--- src/rtl/door_pkg.sv ---
// Shared definitions for the door sprite animator.
//   door_state_t : door FSM states (open, closing, closed, opening)
//   NUM_FRAMES   : frames in the open->closed sequence, index 0 is fully open
//   FRAME_HOLD   : vblank ticks each frame is held while the door moves
//   FRAME_WORDS  : ROM words per stacked frame (105x66)
//   V_ACTIVE     : first non-visible line; the vblank tick fires there
//   frame_base() : frame index -> word offset into the stacked-frame ROM
package door_pkg;

   localparam int unsigned NUM_FRAMES  = 6;
   localparam int unsigned FRAME_HOLD  = 4;
   localparam int unsigned FRAME_WORDS = 6930;
   localparam int unsigned V_ACTIVE    = 480;
   localparam int unsigned FRAME_IDX_W = $clog2(NUM_FRAMES);
   localparam int unsigned ROM_BASE_W  = 16;

   typedef enum logic [1:0] {
      StOpen,
      StClosing,
      StClosed,
      StOpening
   } door_state_t;

   // 16-bit unsigned product; the largest offset (5 * 6930 = 34650) fits.
   function automatic logic [ROM_BASE_W-1:0] frame_base(input logic [FRAME_IDX_W-1:0] idx);
      return ROM_BASE_W'(idx) * ROM_BASE_W'(FRAME_WORDS);
   endfunction

endpackage

--- src/rtl/door_anim_ctrl_if.sv ---
// Signal bundle between the raster/game side and the door animator.
//   draw_x, draw_y : current pixel column/row from the VGA counter
//   toggle_req     : button level; a rising edge requests a toggle
//   power_ok       : 0 forces the door open and ignores toggles
//   frame_idx      : current animation frame
//   rom_base       : frame_idx * FRAME_WORDS, added to the renderer address
//   door_closed    : high only while the door is fully closed
//   busy           : high while the door is closing or opening
// master drives the raster/button side, slave is the animator.
interface door_anim_ctrl_if;
   import door_pkg::*;

   logic [9:0]             draw_x;
   logic [9:0]             draw_y;
   logic                   toggle_req;
   logic                   power_ok;
   logic [FRAME_IDX_W-1:0] frame_idx;
   logic [ROM_BASE_W-1:0]  rom_base;
   logic                   door_closed;
   logic                   busy;

   modport master (
      output draw_x,
      output draw_y,
      output toggle_req,
      output power_ok,
      input  frame_idx,
      input  rom_base,
      input  door_closed,
      input  busy
   );

   modport slave (
      input  draw_x,
      input  draw_y,
      input  toggle_req,
      input  power_ok,
      output frame_idx,
      output rom_base,
      output door_closed,
      output busy
   );

endinterface

--- src/rtl/vblank_tick.sv ---
// Decodes the raster position into a once-per-frame tick at the start of vblank.
//   i_draw_x : current pixel column
//   i_draw_y : current pixel row
//   o_tick   : high for the single pixel clock where column 0 of line VActive is drawn
// The raster counter sits on (0, VActive) for exactly one cycle, so a plain
// decode already yields a one-cycle pulse.
module vblank_tick #(
   parameter int unsigned VActive = 480
) (
   input  logic [9:0] i_draw_x,
   input  logic [9:0] i_draw_y,
   output logic       o_tick
);

   assign o_tick = (i_draw_x == 10'd0) && (i_draw_y == 10'(VActive));

endmodule

--- src/rtl/door_anim_ctrl.sv ---
// Door sprite sequencer: runs the open/closing/closed/opening state machine
// and steps the animation frame only at vblank so a visible frame never tears.
//   i_vga_clk : pixel clock, all logic on its rising edge
//   i_reset   : synchronous, active-high
//   io_door   : slave side of door_anim_ctrl_if (raster position, toggle
//               button, power status in; frame index, ROM base, closed and
//               busy flags out)
// All outputs are registered; door_closed/busy are decoded from the next
// state so they change in the same cycle as the state itself.
module door_anim_ctrl
   import door_pkg::*;
#(
   parameter int unsigned FrameHold = FRAME_HOLD
) (
   input logic             i_vga_clk,
   input logic             i_reset,
   door_anim_ctrl_if.slave io_door
);

   localparam int unsigned             HoldW    = (FrameHold > 1) ? $clog2(FrameHold) : 1;
   localparam logic [HoldW-1:0]        HoldMax  = HoldW'(FrameHold - 1);
   localparam logic [FRAME_IDX_W-1:0]  IdxLast  = FRAME_IDX_W'(NUM_FRAMES - 1);
   localparam logic [FRAME_IDX_W-1:0]  IdxFirst = '0;

   door_state_t            r_state;
   logic [HoldW-1:0]       r_hold_cnt;
   logic                   r_pending;
   logic                   r_toggle_q;
   logic [FRAME_IDX_W-1:0] r_frame_idx;
   logic [ROM_BASE_W-1:0]  r_rom_base;
   logic                   r_door_closed;
   logic                   r_busy;

   logic                   w_tick;
   logic                   w_rise;
   logic                   w_consume;
   logic                   w_hold_done;
   logic [FRAME_IDX_W-1:0] w_idx_inc;
   logic [FRAME_IDX_W-1:0] w_idx_dec;

   vblank_tick #(
      .VActive (V_ACTIVE)
   ) u_vblank_tick (
      .i_draw_x (io_door.draw_x),
      .i_draw_y (io_door.draw_y),
      .o_tick   (w_tick)
   );

   assign w_rise      = io_door.toggle_req & ~r_toggle_q;
   assign w_hold_done = (r_hold_cnt == HoldMax);
   assign w_idx_inc   = r_frame_idx + 1'b1;
   assign w_idx_dec   = r_frame_idx - 1'b1;

   // A pending request is used up only by a tick that acts on it.
   always_comb begin
      w_consume = 1'b0;
      if (w_tick) begin
         case (r_state)
            StOpen, StOpening:  w_consume = r_pending & io_door.power_ok;
            StClosing, StClosed: w_consume = r_pending | ~io_door.power_ok;
            default:            w_consume = 1'b0;
         endcase
      end
   end

   always_ff @(posedge i_vga_clk) begin
      if (i_reset) begin
         r_state       <= StOpen;
         r_hold_cnt    <= '0;
         r_pending     <= 1'b0;
         r_toggle_q    <= 1'b0;
         r_frame_idx   <= '0;
         r_rom_base    <= '0;
         r_door_closed <= 1'b0;
         r_busy        <= 1'b0;
      end else begin
         r_toggle_q <= io_door.toggle_req;

         // A fresh edge landing on the consuming tick survives as a new request.
         if (!io_door.power_ok) begin
            r_pending <= 1'b0;
         end else if (w_rise) begin
            r_pending <= 1'b1;
         end else if (w_consume) begin
            r_pending <= 1'b0;
         end

         if (w_tick) begin
            case (r_state)
               StOpen: begin
                  if (r_pending && io_door.power_ok) begin
                     r_state    <= StClosing;
                     r_hold_cnt <= '0;
                     r_busy     <= 1'b1;
                  end
               end

               StClosing: begin
                  if (!io_door.power_ok || r_pending) begin
                     // Reverse in place: the current frame is kept.
                     r_state    <= StOpening;
                     r_hold_cnt <= '0;
                  end else if (w_hold_done) begin
                     r_hold_cnt <= '0;
                     if (r_frame_idx != IdxLast) begin
                        r_frame_idx <= w_idx_inc;
                        r_rom_base  <= frame_base(w_idx_inc);
                     end
                     if ((r_frame_idx == IdxLast) || (w_idx_inc == IdxLast)) begin
                        r_state       <= StClosed;
                        r_busy        <= 1'b0;
                        r_door_closed <= 1'b1;
                     end
                  end else begin
                     r_hold_cnt <= r_hold_cnt + 1'b1;
                  end
               end

               StClosed: begin
                  if (!io_door.power_ok || r_pending) begin
                     r_state       <= StOpening;
                     r_hold_cnt    <= '0;
                     r_busy        <= 1'b1;
                     r_door_closed <= 1'b0;
                  end
               end

               StOpening: begin
                  if (r_pending && io_door.power_ok) begin
                     r_state    <= StClosing;
                     r_hold_cnt <= '0;
                  end else if (w_hold_done) begin
                     r_hold_cnt <= '0;
                     if (r_frame_idx != IdxFirst) begin
                        r_frame_idx <= w_idx_dec;
                        r_rom_base  <= frame_base(w_idx_dec);
                     end
                     if ((r_frame_idx == IdxFirst) || (w_idx_dec == IdxFirst)) begin
                        r_state <= StOpen;
                        r_busy  <= 1'b0;
                     end
                  end else begin
                     r_hold_cnt <= r_hold_cnt + 1'b1;
                  end
               end

               default: begin
                  r_state       <= StOpen;
                  r_hold_cnt    <= '0;
                  r_frame_idx   <= '0;
                  r_rom_base    <= '0;
                  r_door_closed <= 1'b0;
                  r_busy        <= 1'b0;
               end
            endcase
         end
      end
   end

   assign io_door.frame_idx   = r_frame_idx;
   assign io_door.rom_base    = r_rom_base;
   assign io_door.door_closed = r_door_closed;
   assign io_door.busy        = r_busy;

endmodule

--- src/flat_wrapper.sv ---
// flat-port wrapper written by rule: the top's interface ports become plain ports
module door_anim_ctrl_flat import door_pkg::*;
#(
   parameter int unsigned FrameHold = FRAME_HOLD
)
  (i_vga_clk, i_reset, io_door_draw_x, io_door_draw_y, io_door_toggle_req, io_door_power_ok, io_door_frame_idx, io_door_rom_base, io_door_door_closed, io_door_busy);
  door_anim_ctrl_if io_door_i ();
  input logic i_vga_clk;
  input logic i_reset;
  input wire logic [$bits(io_door_i.draw_x)-1:0] io_door_draw_x;
  input wire logic [$bits(io_door_i.draw_y)-1:0] io_door_draw_y;
  input wire logic [$bits(io_door_i.toggle_req)-1:0] io_door_toggle_req;
  input wire logic [$bits(io_door_i.power_ok)-1:0] io_door_power_ok;
  output wire logic [$bits(io_door_i.frame_idx)-1:0] io_door_frame_idx;
  output wire logic [$bits(io_door_i.rom_base)-1:0] io_door_rom_base;
  output wire logic [$bits(io_door_i.door_closed)-1:0] io_door_door_closed;
  output wire logic [$bits(io_door_i.busy)-1:0] io_door_busy;
  assign io_door_i.draw_x = io_door_draw_x;
  assign io_door_i.draw_y = io_door_draw_y;
  assign io_door_i.toggle_req = io_door_toggle_req;
  assign io_door_i.power_ok = io_door_power_ok;
  assign io_door_frame_idx = io_door_i.frame_idx;
  assign io_door_rom_base = io_door_i.rom_base;
  assign io_door_door_closed = io_door_i.door_closed;
  assign io_door_busy = io_door_i.busy;
  door_anim_ctrl #(.FrameHold(FrameHold)) u_core (.i_vga_clk(i_vga_clk), .i_reset(i_reset), .io_door(io_door_i));
endmodule
--- config.mk ---
export PLATFORM = sky130hd
export DESIGN_NAME = door_anim_ctrl_flat
export DESIGN_NICKNAME = d
export VERILOG_FILES = /design/src/rtl/door_pkg.sv /design/src/rtl/door_anim_ctrl_if.sv /design/src/rtl/vblank_tick.sv /design/src/rtl/door_anim_ctrl.sv /design/src/flat_wrapper.sv
export SDC_FILE = /design/constraint.sdc
export NUM_CORES = 1
export LEC_CHECK = 0
export ABC_AREA = 1
export ABC_CLOCK_PERIOD_IN_PS = 2800
export CAP_MARGIN = 20
export CORE_ASPECT_RATIO = 0.8
export CORE_MARGIN = 2
export CORE_UTILIZATION = 30
export CTS_CLUSTER_SIZE = 40
export DETAILED_ROUTE_END_ITERATION = 8
export GPL_TIMING_DRIVEN = 0
export MAX_ROUTING_LAYER = met4
export PLACE_DENSITY_LB_ADDON = 0.3
export REMOVE_ABC_BUFFERS = 1
export SLEW_MARGIN = 20
export SYNTH_ARGS = -nofsm -noshare
export SYNTH_HDL_FRONTEND = slang
export SYNTH_HIERARCHICAL = 1
export SYNTH_SLANG_ARGS = --single-unit
--- constraint.sdc ---
create_clock -name i_vga_clk -period 2.8 [get_ports i_vga_clk]
set_input_delay 0.84 -clock i_vga_clk [delete_from_list [all_inputs] [get_ports i_vga_clk]]
set_output_delay 0.84 -clock i_vga_clk [all_outputs]
set_load 0.01 [all_outputs]
==> reports/qor.yml, run 1 <==
status: "complete, no violations"
final-setup-viol-count: 0
synth_common_cells: "50 x nand2_1, 30 x inv_1, 23 x nor2_1"
grt_max_degree: 13
drive_gt1_share_pct: 8.15
post_synth.cell_area_avg_sq_um: 6.90
path_max_fanout: 11
hold_violations: 0
fillCellCount: 553
maxCapViolations: 0
start_util_pct: 30.5
holdCritStartpoint: "u_core/io_door.rom_base[11]$_SDFFE_PP0P_"
cts_sinks: 18
worst_slew_pin_slew_ps: 706
synth_area_leaders: "dfxtp_1 22%, ha_1 16%, nand2_1 11%, inv_1 6.9%, nor2_1 5.3%"
detail-route-antenna-nets: 0
synthArstFlopShare_pct: 0
grt_pass1_vias: 1449
h-tree-depth: 1
gp_congestion: 0.821
drtPass1Iterations: 4
fin_nets: 317
crit_arrival_ps: 1700
die_x_um: 86.7
cts-hold-fix-buffers: 0
antenna_found_initial: 0
synth_top_area_share_pct: 22.0
synthCells: 238
p_leak_nw: 0.917
synthFlopType: "dfxtp_1"
final_area_sq_mm: 0.00209
vdd_drop_max_uv: 156
cts_buffers: 3
ys.warnings.count: 6
routed_wl_um: 3730
rsz0062_at_grt: "no"
final_core_util_pct: 38.9
critPathTopFamily: "flip-flops"
drc_errors: 0
slowest_stage: "dfxtp_1"
wl_per_cell_um: 11.1
setup_tns_ps: 0
diodes: 0
clockPowerShare_pct: 37.1
synth_largest_area_cell: "dfxtp_1"
dr.first_iter.drc_count: 86
dp_hpwl_um: 2870
syn_to_final_growth_pct: 27.2
hold_class: "reg -> reg"
multiInputGateArea_sq_mm: 0.00104
cp-startpoint: "u_core/io_door.rom_base[6]$_SDFFE_PP0P_"
drv_slew: 0
core_sq_mm: 0.00538
dp_cells: 332
layout.cells.non_filler: 335
worst-setup-path-type: "reg -> out"
ys_ff_latch: 18
num_rows: 24
vias_per_cell: 4.42
dieArea_sq_mm: 0.00608
timing.fmax_mhz: 394
yosysMostFrequentCell: "nand2_1"
fin_hold_ws_ps: 484
netlist_area_sq_mm: 0.00164
required_ps: 1960
seq_area_frac_synth_pct: 22.0
worstPathBufferInverterCount: 1
p_seq_share_pct: 52.7
port_buffers: 42
grt_pass1_wl_um: 6760
finalCritPeriodShare_pct: 90.7
synth-edff-count: 0
p_sw_share_pct: 21.2
path_clk_slew_ps: 70
cp-end-kind: "primary output"
netSwitchingPower_mw: 0.104
critPathMaxStageDelay_ps: 780
start_kind: "register"
r2r_start: "u_core/io_door.frame_idx[1]$_SDFFE_PP0P_"
comb_power_share_pct: 10.3
regArea_sq_um: 362
period_minus_slack_ps: 2540
fin_worst_skew_ps: 1.92
relSlewSlack_pct: 52.9
powerDensity_mw_per_mm2: 234
clockBufferDepth: 2
place_area_sq_mm: 0.00204
via_count: 1480
intPower_mw: 0.386
synth.distinct_cells: 32
io_pins: 45
globalRoute.totalOverflow: 0
grtUsageTotal_pct: 14.1
cts_root_buf: "clkbuf_8"
insertion_delay_ps: 250
cts_tree: "yes"
die_h_um: 70.2
path_cells: "clkdlybuf4s50_1"
cell families (layout without fill, tap and decap cells):
logic type      Yosys count  in the layout  share of synthesized area, %
simple gates             96             96                          25.2
buf+inv                  49             80                          14.8
compound gates           45             45                          16.5
fa+ha+maj                21             21                          16.0
flops                    18             18                          22.0
xor+xnor                  8              8                          5.41
other cells               1              2                         0.228
power by group through the flow:
| stage | combinational (mW) | clock, mW | sequential [mW] |
|---|---|---|---|
| 6_report | 0.0503 | 0.181 | 0.258 |
| 5_1_grt | 0.0568 | 0.199 | 0.258 |
| 2_1_floorplan | 0.0136 | 0 | 0.264 |
| 4_1_cts | 0.0504 | 0.187 | 0.258 |
| 3_5_place_dp | 0.0501 | 0 | 0.264 |
| 3_3_place_gp | 0.0501 | 0 | 0.264 |
final cells by class:
type	instances	share of cell area (%)
Clock buffer	3	1.98
Inverter	35	6.65
Multi-Input combinational cell	172	50.0
Sequential cell	18	17.3
Tap cell	65	3.89
Timing Repair Buffer	42	20.1
through the flow:
stage | power [mW] | setup WS (ps)
finish | 0.489 | 261
global route | 0.514 | 64.8
CTS | 0.495 | 157
detailed placement | 0.314 | -61.5
global placement | 0.314 | -37.3
floorplan | 0.277 | 280
cell usage in the layout, fill, tap and decap left out, drive strengths merged:
cell and instances:
ha 21, conb 2, a211oi 1, nand4 4, inv 35, xnor2 3
or2 1, clkbuf 3, nand2 54, a31oi 4, a21oi 18, o21bai 1
dfxtp 18, clkdlybuf4s50 42, xor2 5, nor4 1, o211ai 3, nor2 24
a311oi 1, nand3 12, o21ai 17
tightest hold or removal path, cell delays in order (launching register included):
cell,delay [ps]
dfxtp_1,320
nand2_1,60
a21oi_1,60
layer usage:
metal,track usage [%],vias up,part of all wire (%),routed length (um)
met5,-,-,0,0
met4,2.78,0,0.56,21
met3,3.78,2,4.5,169
met2,19.5,33,40,1490
met1,20.4,629,55,2050
li1,-,816,-,-
what timing repair did:
| action | CTS | global route |
|---|---|---|
| gates resized for setup | 0 | 2 |
| setup endpoints to repair | 0 | 7 |
| setup buffers | 0 | 0 |
registers in the layout, summed over array words and instances (netlist names):
register                    cells
u_core/io_door.rom_base         8
u_core/io_door.frame_idx        2
u_core/r_hold_cnt               2
u_core/r_state                  2
u_core/io_door.busy             1
u_core/io_door.door_closed      1
u_core/r_pending                1
u_core/r_toggle_q               1
final timing paths:
check | to | slack, ps | cells after the start
worst max-delay path | io_door_rom_base[6] | 260 | 1
worst min-delay path | u_core/io_door.rom_base[11]$_SDFFE_PP0P_ | 480 | 2
worst max register to register | u_core/io_door.rom_base[14]$_SDFFE_PP0P_ | 310 | 12
worst min register to register | u_core/io_door.rom_base[11]$_SDFFE_PP0P_ | 480 | 2
(Power assumes the default switching activity.)
==> inputs of run 2 (changes only) <==
==> constraint.sdc (replaced) <==
create_clock -name i_vga_clk -period 2.8 [get_ports i_vga_clk]
set_input_delay 0.84 -clock i_vga_clk [delete_from_list [all_inputs] [get_ports i_vga_clk]]
set_output_delay 0.84 -clock i_vga_clk [all_outputs]
set_load 0.05 [all_outputs]
==> reports/qor.yml, run 2 (synthesized netlist as in run 1, its figures left out) <==
layout.cells.non_filler: 335  # unchanged
cts_root_buf: "clkbuf_8"
hold_class: "reg -> reg"
path_clk_slew_ps: 70  # about the same
die_x_um: 86.7  # unchanged
path_max_fanout: 11  # unchanged
p_sw_share_pct: 21.9  # +0.74 points
drv_slew: 0  # unchanged
slowest_stage: "clkdlybuf4s50_1"
start_util_pct: 30.5  # unchanged
start_kind: "register"
diodes: 0  # unchanged
grt_pass1_wl_um: 6760  # unchanged
mostFrequentLayoutCells: "49 x nand2_1, 42 x clkdlybuf4s50_1, 30 x inv_1"
globalRoute.totalOverflow: 0  # unchanged
comb_power_share_pct: 11.1  # +0.8 points
fin_nets: 317  # unchanged
maxCapViolations: 0  # unchanged
place_area_sq_mm: 0.00204  # unchanged
clockPowerShare_pct: 36.7  # -0.4 points
drc_errors: 0  # unchanged
dr.first_iter.drc_count: 86  # unchanged
p_seq_share_pct: 52.2  # -0.5 points
period_minus_slack_ps: 2540  # +2.85 ps
detail-route-antenna-nets: 0  # unchanged
grt_pass1_vias: 1449  # unchanged
final-setup-viol-count: 0  # unchanged
wl_per_cell_um: 11.1  # unchanged
path_cells: "clkdlybuf4s50_1"
routed_wl_um: 3730  # unchanged
dp_hpwl_um: 2870  # unchanged
via_count: 1480  # unchanged
antenna_found_initial: 0  # unchanged
powerDensity_mw_per_mm2: 236  # +0.88%
final_common_cell: "nand2_1"
final_area_sq_mm: 0.00209  # about the same
syn_to_final_growth_pct: 27.3  # about the same
clockBufferDepth: 2  # unchanged
drtPass1Iterations: 4  # unchanged
core_sq_mm: 0.00538  # unchanged
worst-setup-path-type: "reg -> out"
layout_setup_ws_ps: 258  # -2.84 ps
finalCritPeriodShare_pct: 90.8  # +0.10 points
cts_sinks: 18  # unchanged
gp_congestion: 0.821  # unchanged
fin_worst_skew_ps: 1.92  # unchanged
largest_register_ffs: 8  # unchanged
critPathMaxStageDelay_ps: 880  # +100 ps
cts_tree: "yes"
port_buffers: 42  # unchanged
io_pins: 45  # unchanged
critPathTopFamily: "buffers and inverters"
h-tree-depth: 1  # unchanged
cp-end-kind: "primary output"
netSwitchingPower_mw: 0.108  # +4.5%
drive_gt1_share_pct: 8.52  # +0.37 points
worst_slew_pin_slew_ps: 530  # -176 ps
required_ps: 1960  # about the same
vias_per_cell: 4.42  # unchanged
die_h_um: 70.2  # unchanged
num_rows: 24  # unchanged
final_core_util_pct: 38.9  # about the same
insertion_delay_ps: 250  # about the same
worstPathBufferInverterCount: 1  # unchanged
relSlewSlack_pct: 64.6  # +12 points
vdd_drop_max_uv: 156  # about the same
status: "complete, no violations"
p_leak_nw: 0.917  # about the same
intPower_mw: 0.386  # about the same
detailedPlace.worstSlack_ps: -61.5  # unchanged
dieArea_sq_mm: 0.00608  # unchanged
crit_arrival_ps: 1700  # about the same
grt_max_degree: 13  # unchanged
rsz0062_at_grt: "no"
fillCellCount: 554  # +0.18%
dp_cells: 332  # unchanged
timing.fmax_mhz: 393  # -0.11%
grtUsageTotal_pct: 14.1  # unchanged
hold_violations: 0  # unchanged
cts_buffers: 3  # unchanged
## run 2: cell counts in the layout (fill, tap and decap cells not counted)
No cell type changed its count.
## run 2: metal layers
layer  part of all wire [%]  GRT usage (%)  up-vias  wire length, um
li1                       -              -      816                -
met1                     55           20.4      629             2050
met2                     40           19.5       33             1490
met3                    4.5           3.78        2              169
met4                   0.56           2.78        0               21
met5                      0              -        -                0
## run 2: final timing paths
kind	startpoint	cells past startpoint	end	slack [ps]
max	u_core/io_door.rom_base[6]$_SDFFE_PP0P_	1	io_door_rom_base[6]	260
min	u_core/io_door.rom_base[11]$_SDFFE_PP0P_	2	u_core/io_door.rom_base[11]$_SDFFE_PP0P_	480
max reg2reg	u_core/io_door.frame_idx[1]$_SDFFE_PP0P_	12	u_core/io_door.rom_base[14]$_SDFFE_PP0P_	310
min reg2reg	u_core/io_door.rom_base[11]$_SDFFE_PP0P_	2	u_core/io_door.rom_base[11]$_SDFFE_PP0P_	480
## run 2: area by class of cell
| cell class | instances | area [sq um] | share of cell area (%) |
|---|---|---|---|
| timing repair buffer | 42 | 420 | 20.1 |
| tap | 65 | 81.3 | 3.89 |
| multi-input combinational | 172 | 1040 | 50.0 |
| sequential | 18 | 363 | 17.4 |
| inverter | 35 | 139 | 6.65 |
| clock buffer | 3 | 41.3 | 1.98 |
## run 2: power groups by stage
stage / clock network (mW) / registers, mW / logic (mW)
detailed placement: 0 / 0.264 / 0.0548
global placement: 0 / 0.264 / 0.0548
finish: 0.181 / 0.258 / 0.0549
global route: 0.199 / 0.258 / 0.0615
CTS: 0.187 / 0.258 / 0.0551
floorplan: 0 / 0.264 / 0.0183
## run 2: metrics by stage
stage               hold slack, ps  TNS [ps]  power [mW]
global route                   502         0       0.519
finish                         484         0       0.494
global placement               463      -105       0.318
CTS                            481         0       0.500
floorplan                      443    -11450       0.282
detailed placement             462      -195       0.318
## run 2: repair_timing
| item | 4_1_cts | 5_1_grt |
|---|---|---|
| hold buffers | 0 | 0 |
| pin swaps | 0 | 0 |
| endpoints found under the setup margin | 3 | 7 |
| gates resized for setup | 1 | 2 |
| buffers inserted | 0 | 0 |
